$ cat config.mk
export PLATFORM = sky130hd
export DESIGN_NAME = rom_access_ctrl
export DESIGN_NICKNAME = d
export VERILOG_FILES = /design/src/rtl/rom_access_ctrl_pkg.sv /design/src/rtl/rom_access_ctrl_rr_arbiter2.sv /design/src/rtl/rom_access_ctrl.sv
export SDC_FILE = /design/constraint.sdc
export NUM_CORES = 1
export LEC_CHECK = 0
export ABC_AREA = 1
export BUFFER_PORTS_ARGS = -buffer_cell sky130_fd_sc_hd__buf_4
export CAP_MARGIN = 20
export CORE_UTILIZATION = 40
export DETAILED_ROUTE_END_ITERATION = 12
export PLACE_DENSITY = 0.8
export REMOVE_ABC_BUFFERS = 1
export SYNTH_ARGS = -nofsm -noshare
export SYNTH_HDL_FRONTEND = slang
export SYNTH_SLANG_ARGS = --single-unit
$ cat constraint.sdc
create_clock -name clk -period 2.9 [get_ports clk]
set_clock_uncertainty 0.05 [all_clocks]
set_input_delay 0.145 -clock clk [delete_from_list [all_inputs] [get_ports clk]]
set_output_delay 0.145 -clock clk [all_outputs]
set_load 0.02 [all_outputs]
$ cat src/rtl/rom_access_ctrl_pkg.sv
// ---------------------------------------------------------------------------
// rom_access_ctrl_pkg
// Shared definitions for the ROM access controller:
//   - controller state encodings (LOAD / RUN / FLUSH)
//   - ROM byte-lane write strobe codes driven on mem_size_decode
//   - read tag layout carried from grant to data return
// ---------------------------------------------------------------------------
package rom_access_ctrl_pkg;

    // Controller states
    localparam logic [1:0] STATE_LOAD  = 2'd0;
    localparam logic [1:0] STATE_RUN   = 2'd1;
    localparam logic [1:0] STATE_FLUSH = 2'd2;

    // ROM write strobe: all four byte lanes on a write, none when idle
    localparam logic [3:0] MEM_SIZE_WRITE = 4'b1111;
    localparam logic [3:0] MEM_SIZE_IDLE  = 4'b0000;

    // A read in flight: valid, and which requester (0 = r0, 1 = r1) owns it
    typedef struct packed {
        logic valid;
        logic port;
    } readTag_t;

    function automatic logic [3:0] memSizeFor(input logic writeEn);
        return writeEn ? MEM_SIZE_WRITE : MEM_SIZE_IDLE;
    endfunction

endpackage

$ cat src/rtl/rom_access_ctrl_rr_arbiter2.sv
// ---------------------------------------------------------------------------
// rr_arbiter2
// Two-way round-robin arbiter with a combinational grant.
//   clk     : system clock
//   rst     : asynchronous active-high reset
//   enable  : arbitration allowed this cycle (otherwise no grant)
//   req     : request vector, bit 0 = r0, bit 1 = r1
//   gnt     : one-hot (or zero) grant vector, same-cycle
// A lone requester wins immediately. With both requesting, the one that
// was not granted last wins. The last-grant pointer resets to r1 so that
// r0 is favoured on the first contended cycle after reset.
// ---------------------------------------------------------------------------
module rr_arbiter2 (
    input  logic       clk,
    input  logic       rst,
    input  logic       enable,
    input  logic [1:0] req,
    output logic [1:0] gnt
);

    logic lastGnt;   // 1 = r1 was granted most recently

    always_comb begin
        gnt = 2'b00;
        if (enable) begin
            case (req)
                2'b01:   gnt = 2'b01;
                2'b10:   gnt = 2'b10;
                2'b11:   gnt = lastGnt ? 2'b01 : 2'b10;
                default: gnt = 2'b00;
            endcase
        end
    end

    always_ff @(posedge clk or posedge rst) begin
        if (rst) begin
            lastGnt <= 1'b1;
        end else if (|gnt) begin
            lastGnt <= gnt[1];
        end
    end

endmodule

$ cat src/rtl/rom_access_ctrl.sv
// ---------------------------------------------------------------------------
// rom_access_ctrl
// Front-end for a 32-bit dual-port block ROM. In LOAD the ROM image is
// written through the loader port; in RUN two read requesters share the
// read port through a round-robin arbiter; FLUSH drains an outstanding
// read before returning to LOAD.
//
// Ports
//   clk, rst                  : clock, asynchronous active-high reset
//   ld_valid/ld_addr/ld_data  : loader write word
//   ld_ready                  : loader write accepted (high in LOAD)
//   ld_done                   : pulse, image complete (LOAD -> RUN)
//   reload_req                : pulse, go back to LOAD (RUN -> FLUSH)
//   rN_req/rN_addr            : read request, held until rN_gnt
//   rN_gnt                    : request granted this cycle
//   rN_rvalid/rN_rdata        : read data, one cycle after grant
//   mem_addr_in/mem_data_in   : ROM write address/data
//   mem_size_decode           : ROM write strobe (1111 write, 0000 idle)
//   mem_addr_out              : ROM read address
//   mem_data_out              : ROM read data, one cycle after address
//   run_mode                  : high in RUN
//   load_count/load_sum       : words written / their sum since LOAD entry
//
// States
//   LOAD  | loader writes accepted, no reads
//   RUN   | reads arbitrated, loader stalled
//   FLUSH | waiting for the last granted read to return
// ---------------------------------------------------------------------------
module rom_access_ctrl
    import rom_access_ctrl_pkg::*;
#(
    parameter int MEM_ADDR_WIDTH = 13
) (
    input  logic                      clk,
    input  logic                      rst,

    input  logic                      ld_valid,
    input  logic [MEM_ADDR_WIDTH-1:0] ld_addr,
    input  logic [31:0]               ld_data,
    output logic                      ld_ready,
    input  logic                      ld_done,
    input  logic                      reload_req,

    input  logic                      r0_req,
    input  logic [MEM_ADDR_WIDTH-1:0] r0_addr,
    output logic                      r0_gnt,
    output logic                      r0_rvalid,
    output logic [31:0]               r0_rdata,

    input  logic                      r1_req,
    input  logic [MEM_ADDR_WIDTH-1:0] r1_addr,
    output logic                      r1_gnt,
    output logic                      r1_rvalid,
    output logic [31:0]               r1_rdata,

    output logic [MEM_ADDR_WIDTH-1:0] mem_addr_in,
    output logic [31:0]               mem_data_in,
    output logic [3:0]                mem_size_decode,
    output logic [MEM_ADDR_WIDTH-1:0] mem_addr_out,
    input  logic [31:0]               mem_data_out,

    output logic                      run_mode,
    output logic [MEM_ADDR_WIDTH:0]   load_count,
    output logic [31:0]               load_sum
);

    logic [1:0]                state;
    logic [1:0]                stateNext;
    logic                      enterLoad;

    logic                      wrAccept;
    logic                      wrPending;
    logic [MEM_ADDR_WIDTH-1:0] wrAddr;
    logic [31:0]               wrData;

    logic                      grantEn;
    logic [1:0]                reqVec;
    logic [1:0]                gntVec;
    readTag_t                  rdTag;

    logic [MEM_ADDR_WIDTH:0]   loadCount;
    logic [31:0]               loadSum;

    // -----------------------------------------------------------------------
    // State machine
    // -----------------------------------------------------------------------
    always_comb begin
        stateNext = state;
        case (state)
            STATE_LOAD:  if (ld_done)       stateNext = STATE_RUN;
            STATE_RUN:   if (reload_req)    stateNext = STATE_FLUSH;
            STATE_FLUSH: if (!rdTag.valid)  stateNext = STATE_LOAD;
            default:                        stateNext = STATE_LOAD;
        endcase
    end

    assign enterLoad = (state != STATE_LOAD) && (stateNext == STATE_LOAD);

    always_ff @(posedge clk or posedge rst) begin
        if (rst) begin
            state <= STATE_LOAD;
        end else begin
            state <= stateNext;
        end
    end

    assign ld_ready = (state == STATE_LOAD);
    assign run_mode = (state == STATE_RUN);

    // -----------------------------------------------------------------------
    // Write path: an accepted word is registered and driven to the ROM on
    // the following cycle. Loader never stalls while in LOAD.
    // -----------------------------------------------------------------------
    assign wrAccept = ld_valid & ld_ready;

    always_ff @(posedge clk or posedge rst) begin
        if (rst) begin
            wrPending <= 1'b0;
            wrAddr    <= '0;
            wrData    <= '0;
        end else begin
            wrPending <= wrAccept;
            if (wrAccept) begin
                wrAddr <= ld_addr;
                wrData <= ld_data;
            end
        end
    end

    assign mem_addr_in     = wrAddr;
    assign mem_data_in     = wrData;
    assign mem_size_decode = memSizeFor(wrPending);

    // Image statistics, restarted every time LOAD is (re)entered
    always_ff @(posedge clk or posedge rst) begin
        if (rst) begin
            loadCount <= '0;
            loadSum   <= '0;
        end else if (enterLoad) begin
            loadCount <= '0;
            loadSum   <= '0;
        end else if (wrAccept) begin
            loadCount <= loadCount + {{MEM_ADDR_WIDTH{1'b0}}, 1'b1};
            loadSum   <= loadSum + ld_data;
        end
    end

    assign load_count = loadCount;
    assign load_sum   = loadSum;

    // -----------------------------------------------------------------------
    // Read path. Reads are held off while the last loader word is still in
    // the write register so a read can never see stale ROM contents.
    // -----------------------------------------------------------------------
    assign grantEn = run_mode & ~wrPending;
    assign reqVec  = {r1_req, r0_req};

    rr_arbiter2 u_arbiter (
        .clk    (clk),
        .rst    (rst),
        .enable (grantEn),
        .req    (reqVec),
        .gnt    (gntVec)
    );

    assign r0_gnt       = gntVec[0];
    assign r1_gnt       = gntVec[1];
    assign mem_addr_out = gntVec[1] ? r1_addr : r0_addr;

    // Tag follows the ROM's one-cycle read latency to steer the data back
    always_ff @(posedge clk or posedge rst) begin
        if (rst) begin
            rdTag <= '0;
        end else begin
            rdTag.valid <= |gntVec;
            rdTag.port  <= gntVec[1];
        end
    end

    assign r0_rvalid = rdTag.valid & ~rdTag.port;
    assign r1_rvalid = rdTag.valid &  rdTag.port;
    assign r0_rdata  = r0_rvalid ? mem_data_out : 32'h0;
    assign r1_rdata  = r1_rvalid ? mem_data_out : 32'h0;

endmodule

* Word-level counts from Yosys, hierarchy flattened *
Index checks and enable logic that the tools add are counted.

storage, ports and cells
  register bits after elaboration = 97
  bits of input ports = 110
  output and inout port bits = 178
  logic and storage cells = 43

operators by class
  $add $sub $neg = 2
  equal/unequal tests = 5
  multiplexer cells = 15
  bitwise operators = 6
  reductions and logical operators = 6

operators with widths
  operator                                              count
  2-to-1 mux 32 bit                                     4
  adder 32 bit                                          1
  2-to-1 mux 14 bit                                     2
  adder 14 x 1 -> 14 bit (second input constant)        1
  2-to-1 mux 13 bit                                     1
  case mux 2 bit (3 select lines)                       2
  2-to-1 mux 2 bit                                      5
  equality test 2 bit (second input constant)           3
  AND 1 bit                                             4
  equality test 2 x 1 -> 1 bit (second input constant)  2
  logical NOT 2 bit                                     2
  2-to-1 mux 4 bit                                      1
  nonzero test 2 bit                                    2
  NOT 1 bit                                             2
  OR reduction 2 bit                                    1
  logical AND 1 bit                                     1

* Logic depth before layout (Yosys ltp) *
  word-level depth = 5
  mapped depth = 14
  gate-level depth less buffers = 14

* Hierarchy *
Synthesis repeated with hierarchy kept, for this count alone.

second synthesis, totals
  cells, all modules = 1092
  area total of the unflattened synthesis = 6852.8 µm²

by module, submodules not included
  module           times used  cells an instance  area each (µm²)  sequential area each (µm²)
  rom_access_ctrl  1           1080               6784.0           2402.3
  rr_arbiter2      1           12                 68.8             26.3

* Least setup slack after synthesis *
OpenSTA, ideal clock, no wires.

  path kind = register to register
  start point = reg loadSum[0] (netlist: load_sum[0])
  end point = reg loadSum[28] (netlist: load_sum[28])
  setup time = 0.118 ns
  arrival = 1.842 ns
  data required time = 2.732 ns
  setup slack = 0.890 ns
  stages on the path, launching flop included = 14
  buffers on the path = 0
  period minus slack after synthesis = 2.010 ns
  path through = dfrtp_1 > ha_1 > inv_1 > fa_1 > inv_1 > nand3_1 > nand3_1 > nand3_1 > nand3_1 > nand2_1 > nand2_1 > nand2_1 > nand3_1 > nand2_1

on the way
  longest elaborated chain between the ends = 3

RTL lines
  element                 RTL line                source
  from (decl)             rom_access_ctrl.sv:82   logic [31:0] loadSum;
  from (signal assigned)  rom_access_ctrl.sv:144  loadSum <= loadSum + ld_data;
  adder 32 bit            rom_access_ctrl.sv:144
  2-to-1 mux 32 bit       rom_access_ctrl.sv:142  end else if (wrAccept) begin
  2-to-1 mux 32 bit       rom_access_ctrl.sv:139  end else if (enterLoad) begin

Every way passes these cells. The select of a mux whose other input is x is not followed.
A chain may end at the register's enable or synchronous reset.

* Worst setup path in the final report *
  start point = reg state[0]
  end point = out mem_addr_out[5]

on the way
  longest elaborated chain between the ends = 4

RTL lines
  element                       RTL line                           source
  from (decl)                   rom_access_ctrl.sv:67              logic [1:0] state;
  from (signal assigned)        rom_access_ctrl.sv:103             state <= stateNext;
  equality test 2 x 1 -> 1 bit  rom_access_ctrl.sv:108             assign run_mode = (state == STATE_RUN);
  AND 1 bit                     rom_access_ctrl.sv:155             assign grantEn = run_mode & ~wrPending;
  2-to-1 mux 2 bit              rom_access_ctrl_rr_arbiter2.sv:25  if (enable) begin
  2-to-1 mux 13 bit             rom_access_ctrl.sv:168             assign mem_addr_out = gntVec[1] ? r1_addr : r0_addr;
  to (decl)                     rom_access_ctrl.sv:59              output logic [MEM_ADDR_WIDTH-1:0] mem_addr_out,

Every way passes these cells.

==> results.toml <==
[status]
status = "complete, no violations"

[placement]
port_buffers = 287
placed_area_mm2 = 0.00919
place.gp.congestion = 0.936
dpl.hpwl_mm = 17.2

[grt]
grt.total_usage_pct = 25.9
grt_pass1_wl_mm = 36.3
grt_pass1_vias = 7375
grt_max_degree = 58
grt_overflow_total = 0
antenna_found_initial = 1

[synthesis]
synthDistinctLibCells = 41
synth_seq_area_share_pct = 35.6
synthTopCellsByArea = "dfrtp_1 35%, nand2_1 26%, inv_1 9.3%, nor2_1 6.5%, ha_1 5.9%"
synth_top_area_share_pct = 35.2
synthCells = 1085
synth.largest_area_cell = "dfrtp_1"
synth_warnings = 0
syn_area_per_cell_um2 = 6.30
synth_area_mm2 = 0.00683
ys_seq_elements = 97

[cells_and_area]
drive_above_1_share_pct = 23.8
fin_area_mm2 = 0.00996
mostFrequentLayoutCells = "471 x nand2_1, 291 x buf_4, 168 x inv_1"
nNetsFinal = 1552
area.growth.synth_to_final_pct = 45.8
final_common_cell = "nand2_1"

[worst_setup_path]
crit_path_start_kind = "flip-flop"
required_ns = 2.71
arrival_ns = 2.29
crit_path_end_kind = "output port"
crit_path_max_fanout = 16
path_class = "reg2out"

[clock_tree]
numCtsBuffers = 9
ctsRootBufferMaster = "clkbuf_16"
clk_latency_ns = 0.35
hold_buffers = 47
cts_tree = "built"
cts.sinks = 97
cts.clk_slew.worst_paths_ns = 0.07
clockBufferDepth = 2
ctsResizeCount = 0
cts_setup_buffers = 0
cts.htree.levels = 3

[timing]
min_period_over_period_pct = 85.7
finalHoldViolations = 0
slew_headroom_pct = 50.1
setup_viol = 0
rsz0062_at_grt = "no"
min_period_ns = 2.49
fmax_mhz = 402
slew_viol_final = 0
finalSetupTns_ns = 0
worstMarginPinSlew_ns = 0.745

[drt]
num_vias = 7724
wl_per_cell_um = 13.8
wl_mm = 22.6
dr.pass1.iters = 6
drtAntennaViolNets = 0
drc = 0
drt-vias-per-instance = 4.73
drt_iter0_markers = 361

[min_path]
worstHoldPathType = "in2reg"

[power_and_ir_drop]
power_density_mw_per_mm2 = 938
p_leak_uw = 0.00592
peakVddDrop_mv = 0.490

[floorplanning]
die_h_um = 133
io_pins = 288
die_x_um = 133
initial_core_util_pct = 41.0
core.rowCount = 47
die_area_mm2 = 0.0176
core_mm2 = 0.0166

[run]
drv_cap = 0
==> logic make-up (layout without fill, tap and decap cells) <==
| logic type | Yosys count | count (layout) | synth area share [%] |
|---|---|---|---|
| other | 0 | 1 | 0 |
| xor gates and xnor gates | 6 | 6 | 0.769 |
| AOI/OAI and AO/OA | 73 | 73 | 6.38 |
| buffers and inverters | 206 | 534 | 11.9 |
| adders and majority gates | 33 | 33 | 6.15 |
| DFF | 97 | 97 | 35.6 |
| and+or+nand+nor | 670 | 670 | 39.3 |
==> stage by stage <==
step | hold WS, ns | setup slack, ns | total power, uW | util [%] | std cells
finish | 0.0487 | 0.414 | 9340 | 59.8 | 1634
global route | 0.0449 | 0.298 | 10100 | 59.8 | 1634
CTS | 0.0463 | 0.415 | 9370 | 59.7 | 1632
detailed placement | 0.229 | 0.800 | 8130 | 55.2 | 1570
global placement | 0.223 | 0.863 | 8030 | 55.2 | 1570
floorplan | 0.202 | 0.173 | 5870 | - | 1057
==> cell type report <==
type	instances	area, um^2
diodes	1	2.50
clock buffers	10	229
clock inverters	5	38.8
fillers	1564	6680
inverters	178	673
multi-input cells	782	3590
flip-flops and latches	97	2430
well taps	220	275
repair buffers	341	2720
==> flip-flops by register name (all words and copies together), names as in the netlist <==
| name | count |
|---|---|
| load_sum | 32 |
| rdTag | 2 |
| wrPending | 1 |
| mem_data_in | 32 |
| u_arbiter.lastGnt | 1 |
| state | 2 |
| load_count | 14 |
| mem_addr_in | 13 |
==> synth_stat cells (all sizes together) <==
master  number
a22o         1
xor2         2
o21bai       3
a32o         4
dfstp        1
dfrtp       96
a21oi       32
a21o         1
inv        178
nand2      473
buf         12
or2          2
nor3        10
nor2       125
nor4         1
nand3b       3
o31ai        1
ha          32
fa           1
o21ai       28
nand4        6
clkbuf      16
xnor2        4
nand3       50
o22ai        1
a211oi       1
o21a         1
==> worst max-delay path, stage by stage, from the launching register on <==
cell and delay, ns:
dfrtp_1 0.40, inv_2 0.08, nor2_4 0.11, inv_2 0.05
nor2_2 0.08, inv_2 0.07, a211oi_4 0.60, inv_4 0.20
nand2_1 0.10, nand2_1 0.08, buf_4 0.16
==> power by group <==
part / internal, uW / switching (uW) / total (uW) / leakage (uW)
registers: 1920 / 440 / 2360 / 0.00123
logic: 2190 / 3650 / 5850 / 0.00456
clock network: 586 / 550 / 1140 / 0.000130
total: 4700 / 4640 / 9340 / 0.00592
==> worst paths after layout <==
path                       slack [ns]  cells past startpoint               to       startpoint
max in group asynchronous        1.74                      4   mem_data_in[5]              rst
min                              0.05                      2    load_count[1]         ld_valid
max reg2reg                      0.70                     13     load_sum[20]      load_sum[0]
min in group asynchronous        0.37                      3   mem_addr_in[5]              rst
max                              0.41                     10  mem_addr_out[5]         state[0]
min reg2reg                      0.43                      2  mem_data_in[19]  mem_data_in[19]
==> layer usage <==
layer	wire (um)	global-route usage [%]	share of wire [%]
met5	0	0	0
met4	507	8.49	2.2
met3	1350	5.21	6.0
met2	11000	45.1	49
met1	9760	31.9	43
Power figures use the tool's default switching activity.
